`src/rtl/pc_sequencer.sv`:
```
// Next-PC controller: picks PC+4 / branch / jump / JR, holds on stall and IMEM wait,
// parks one redirect that arrives during a wait and pulses pipeline flushes per redirect.
module pc_sequencer #(
  parameter int unsigned           WIDTH    = 32,
  parameter logic [WIDTH-1:0]      RESET_PC = '0,
  parameter int unsigned           CNT_W    = 16
) (
  input  logic             clk,
  input  logic             rst_n,
  input  logic             stall_i,
  input  logic             branch_i,
  input  logic             zero_i,
  input  logic [WIDTH-1:0] branch_target_i,
  input  logic             jump_i,
  input  logic [WIDTH-1:0] jump_target_i,
  input  logic             jr_i,
  input  logic [WIDTH-1:0] jr_target_i,
  input  logic             imem_ready_i,
  output logic [WIDTH-1:0] pc_o,
  output logic             imem_req_o,
  output logic [1:0]       pc_src_o,
  output logic             flush_ifid_o,
  output logic             flush_idex_o,
  output logic [CNT_W-1:0] redirect_cnt_o
);

  typedef enum logic [1:0] {StBoot, StRun, StWait} state_e;

  localparam logic [WIDTH-1:0] AlignMask = ~WIDTH'(3);
  localparam logic [1:0] SrcInc = 2'b00;
  localparam logic [1:0] SrcBr  = 2'b01;
  localparam logic [1:0] SrcJmp = 2'b10;
  localparam logic [1:0] SrcJr  = 2'b11;

  state_e           r_state;
  logic [WIDTH-1:0] r_pc;
  logic [1:0]       r_pc_src;
  logic             r_req;
  logic             r_flush;
  logic [CNT_W-1:0] r_cnt;
  logic             r_pend_vld;
  logic [WIDTH-1:0] r_pend_tgt;
  logic [1:0]       r_pend_src;

  logic             w_rq;
  logic             w_new_redirect;
  logic [WIDTH-1:0] w_tgt;
  logic [1:0]       w_src;
  logic [WIDTH-1:0] w_pc_inc;
  logic             w_cnt_max;

  // Priority JR > jump > taken branch; targets are word-aligned before use.
  always_comb begin
    w_tgt = '0;
    w_src = SrcInc;
    if (jr_i) begin
      w_tgt = jr_target_i & AlignMask;
      w_src = SrcJr;
    end else if (jump_i) begin
      w_tgt = jump_target_i & AlignMask;
      w_src = SrcJmp;
    end else if (branch_i && zero_i) begin
      w_tgt = branch_target_i & AlignMask;
      w_src = SrcBr;
    end
  end

  assign w_rq           = jr_i | jump_i | (branch_i & zero_i);
  // A request behind an already parked redirect belongs to a squashed instruction.
  assign w_new_redirect = w_rq & ~r_pend_vld;
  assign w_pc_inc       = r_pc + WIDTH'(4);
  assign w_cnt_max      = &r_cnt;

  always_ff @(posedge clk or negedge rst_n) begin
    if (!rst_n) begin
      r_state    <= StBoot;
      r_pc       <= RESET_PC & AlignMask;
      r_pc_src   <= SrcInc;
      r_req      <= 1'b0;
      r_flush    <= 1'b0;
      r_cnt      <= '0;
      r_pend_vld <= 1'b0;
      r_pend_tgt <= '0;
      r_pend_src <= SrcInc;
    end else begin
      r_flush <= 1'b0;
      unique case (r_state)
        StBoot: begin
          r_state <= StRun;
          r_req   <= 1'b1;
        end
        StRun, StWait: begin
          if (w_new_redirect) begin
            r_flush <= 1'b1;
            if (!w_cnt_max) begin
              r_cnt <= r_cnt + CNT_W'(1);
            end
          end
          if (imem_ready_i) begin
            r_state <= StRun;
            if (r_pend_vld) begin
              r_pc       <= r_pend_tgt;
              r_pc_src   <= r_pend_src;
              r_pend_vld <= 1'b0;
            end else if (w_rq) begin
              r_pc     <= w_tgt;
              r_pc_src <= w_src;
            end else if (!stall_i) begin
              r_pc     <= w_pc_inc;
              r_pc_src <= SrcInc;
            end
          end else begin
            r_state <= StWait;
            if (w_new_redirect) begin
              r_pend_vld <= 1'b1;
              r_pend_tgt <= w_tgt;
              r_pend_src <= w_src;
            end
          end
        end
        default: r_state <= StBoot;
      endcase
    end
  end

  assign pc_o           = r_pc;
  assign imem_req_o     = r_req;
  assign pc_src_o       = r_pc_src;
  assign flush_ifid_o   = r_flush;
  assign flush_idex_o   = r_flush;
  assign redirect_cnt_o = r_cnt;

endmodule
```
`config.mk`:
```
export PLATFORM = sky130hd
export DESIGN_NAME = pc_sequencer
export DESIGN_NICKNAME = d
export VERILOG_FILES = /design/src/rtl/pc_sequencer.sv
export SDC_FILE = /design/constraint.sdc
export NUM_CORES = 1
export LEC_CHECK = 0
export BUFFER_PORTS_ARGS = -buffer_cell sky130_fd_sc_hd__buf_2
export CORE_MARGIN = 3
export CORE_UTILIZATION = 52
export DETAILED_ROUTE_END_ITERATION = 8
export HOLD_SLACK_MARGIN = 0.06
export PLACE_DENSITY_LB_ADDON = 0.15
export SYNTH_ARGS = -nofsm -noshare
export SYNTH_HDL_FRONTEND = slang
export SYNTH_SLANG_ARGS = --single-unit
```
`constraint.sdc`:
```
create_clock -name clk -period 2.8 [get_ports clk]
set_input_delay 0.28 -clock clk [delete_from_list [all_inputs] [get_ports clk]]
set_output_delay 0.28 -clock clk [all_outputs]
set_load 0.01 [all_outputs]
```
==> impl_metrics.env <==
export IMPL_status="finished, final reports clean"
export IMPL_nNetsFinal=841
export IMPL_syn_to_final_growth_pct=22.6
export IMPL_final_cells=866
export IMPL_cts_tree="done"
export IMPL_cap_violations=0
export IMPL_fmax_ghz=0.415
export IMPL_layout_common_cells="147 x buf_2, 97 x nand2_1, 85 x dfrtp_1"
export IMPL_post_route_period_util_pct=86.2
export IMPL_place_ws_ps=441
export IMPL_cp_required_ps=3020
export IMPL_hold_class="in2reg"
export IMPL_slew_limit_headroom_pct=51.8
export IMPL_r2r_cells=6
export IMPL_rsz0062_at_grt="false"
export IMPL_setup_tns_ps=0
export IMPL_p_leak_nw=2.86
export IMPL_power_density_nw_per_um2=949
export IMPL_tightest_slew_ps=719
export IMPL_post_route_util_pct=66.6
export IMPL_htreeDepth=3
export IMPL_grt_pass1_vias=5092
export IMPL_avgRoutedWirePerCell_um=18.5
export IMPL_synth_top_area_share_pct=41.8
export IMPL_fillers=837
export IMPL_cp_end_kind="flip-flop"
export IMPL_dp_cells=850
export IMPL_min_to="r_pend_tgt[28]$_DFFE_PN0P_"
export IMPL_fp_row_count=35
export IMPL_critPathKind="reg2reg"
export IMPL_final_common_cell="buf_2"
export IMPL_dieHeight_um=105
export IMPL_drc_errors=0
export IMPL_yosys_warnings=0
export IMPL_cts_root_buf="clkbuf_8"
export IMPL_synth_edf_count=0
export IMPL_final_hold_violation_count=0
export IMPL_cp_start_kind="flip-flop"
export IMPL_worst_ep_arrival_time_ps=2630
export IMPL_grt_max_degree=47
export IMPL_cts_resized=0
export IMPL_drt_initial_drc_count=334
export IMPL_grt_usage_pct=29.0
export IMPL_period_minus_slack_ps=2410
export IMPL_first_pass_iters=5
export IMPL_synth_seq_area_share_pct=41.8
export IMPL_ant_nets=0
export IMPL_r2r_start="pc_o[2]$_DFFE_PN0P_"
export IMPL_synth_cells=595
export IMPL_synthDistinctLibCells=65
export IMPL_insertedDiodeCount=0
export IMPL_clock_skew_final_ps=11.3
export IMPL_core_region_area_um2=9370
export IMPL_yosysTopAreaCell="dfrtp_1"
export IMPL_syn_cell_area_um2=5090
export IMPL_slowest_stage="or4_4"
export IMPL_wl_um=16000
export IMPL_cts_buffers=9
export IMPL_min_from="jr_target_i[28]"
export IMPL_clockBufferDepth=2
export IMPL_port_buffers=148
export IMPL_path_cells="ha_1 > nand4_1 > or3_1 > or4_4 > o21ai_0 > a2bb2oi_1"
export IMPL_synth_avg_cell_area_um2=8.56
export IMPL_slew_violations=0
export IMPL_setup_viol=0
export IMPL_slowest_delay_ps=600
export IMPL_worst_slack_ps=388
export IMPL_clk_latency_ps=350
export IMPL_synthTopCellsByArea="dfrtp_1 42%, nand2_1 7.1%, a21oi_1 4.4%"
export IMPL_grt_remaining_overflow=0
export IMPL_cts_setup_buffers=0
export IMPL_synth_seq_cells=85
export IMPL_start_util_pct=54.4
export IMPL_viasPerCell=6.23
export IMPL_crit_fanout=7
export IMPL_cts_sinks=85
export IMPL_grt_antenna_before_repair=1
export IMPL_min_path_cells=3
export IMPL_grt_pass1_wl_um=25900
export IMPL_holdWs_ps=246
export IMPL_r2r_end="pc_o[22]$_DFFE_PN0P_"
export IMPL_die_area_um2=11000
export IMPL_peakVddDrop_uv=443
export IMPL_synth_main_ff_cell="dfrtp_1"
export IMPL_async_flop_share_pct=100
export IMPL_reg2reg_slack_ps=390
export IMPL_drive_gt1_share_pct=27.0
export IMPL_path_clk_slew_ps=90
export IMPL_fp_dieW_um=105
export IMPL_hold_buffers=1
export IMPL_dp_hpwl_um=11900
export IMPL_gp_congestion=0.915
export IMPL_ios=157
export IMPL_num_vias=5392
-- cells by family (layout without fill, tap and decap cells) --
logic type               after synthesis  after routing  share of synthesized area [%]
adder cells (fa/ha/maj)                4              4                          0.983
XOR/XNOR                              14             14                           2.41
AO/OA/AOI/OAI                        196            196                           26.9
buffers and inverters                 62            203                           4.99
AND/OR/NAND/NOR                      229            229                           22.0
multiplexers                           4              4                          0.860
other                                  1              2                         0.0736
flip-flops                            85             85                           41.8
-- worst max-delay path: cells and delay by family (launching register included) --
| kind | cells | cell delay [ps] |
|---|---|---|
| adder cells (fa/ha/maj) | 1 | 240 |
| AO/OA/AOI/OAI | 2 | 250 |
| AND/OR/NAND/NOR | 3 | 1330 |
| flip-flops | 1 | 450 |
-- how the worst max path moves through the flow --
stage                     depth (start not counted)  slack [ps]              endpoint           startpoint
final                                             6         390  pc_o[22]$_DFFE_PN0P_  pc_o[2]$_DFFE_PN0P_
after detailed placement                          6         440  pc_o[22]$_DFFE_PN0P_  pc_o[2]$_DFFE_PN0P_
after global placement                            6         500  pc_o[22]$_DFFE_PN0P_  pc_o[2]$_DFFE_PN0P_
after global routing                              6         290  pc_o[22]$_DFFE_PN0P_  pc_o[2]$_DFFE_PN0P_
after floorplan                                   7         640  pc_o[22]$_DFFE_PN0P_  pc_o[2]$_DFFE_PN0P_
after CTS                                         6         420  pc_o[22]$_DFFE_PN0P_  pc_o[2]$_DFFE_PN0P_
-- cells in the mapped netlist, drive strengths merged (14+ instances only) --
library cell,count
clkbuf,34
nand4,14
nand3,23
a221o,14
o21ai,44
nor2,33
dfrtp,85
nand2,97
inv,16
a21oi,46
-- through the flow --
stage | area [um^2] | power (W)
5_1_grt | 6240 | 0.00636
4_1_cts | 6240 | 0.00590
6_report | 6240 | 0.00593
3_5_place_dp | 5990 | 0.00482
2_1_floorplan | 5100 | 0.00382
3_3_place_gp | 5990 | 0.00470
-- state kept, by name, summed over array words and instances (netlist names) --
| register | flops |
|---|---|
| flush_idex_o | 1 |
| r_pend_src | 2 |
| imem_req_o | 1 |
| r_pend_tgt | 30 |
| pc_src_o | 2 |
| redirect_cnt_o | 16 |
| r_pend_vld | 1 |
| pc_o | 30 |
| r_state | 2 |
-- power breakdown --
group | internal (W) | switching (W)
Sequential | 0.00174 | 0.000527
Combinational | 0.00104 | 0.00154
Clock | 0.000618 | 0.000465
-- area by class of cell --
type	count	area [um^2]	share of cell area, %
inverters	16	60.1	0.962
clock inverters	5	108	1.72
flip-flops and latches	85	2130	34.1
repair buffers	172	926	14.8
clock buffers	10	138	2.20
multi-input cells	449	2720	43.6
well taps	129	161	2.59
-- routing by layer --
layer  part of all wire, %  track usage, %  vias up
met5                 0.081               0        -
met4                   1.1            7.78        2
met3                   7.9            4.94       25
met2                    47            45.5      231
met1                    44            41.6     2636
li1                      -               -     2498
(Power assumes the default switching activity.)
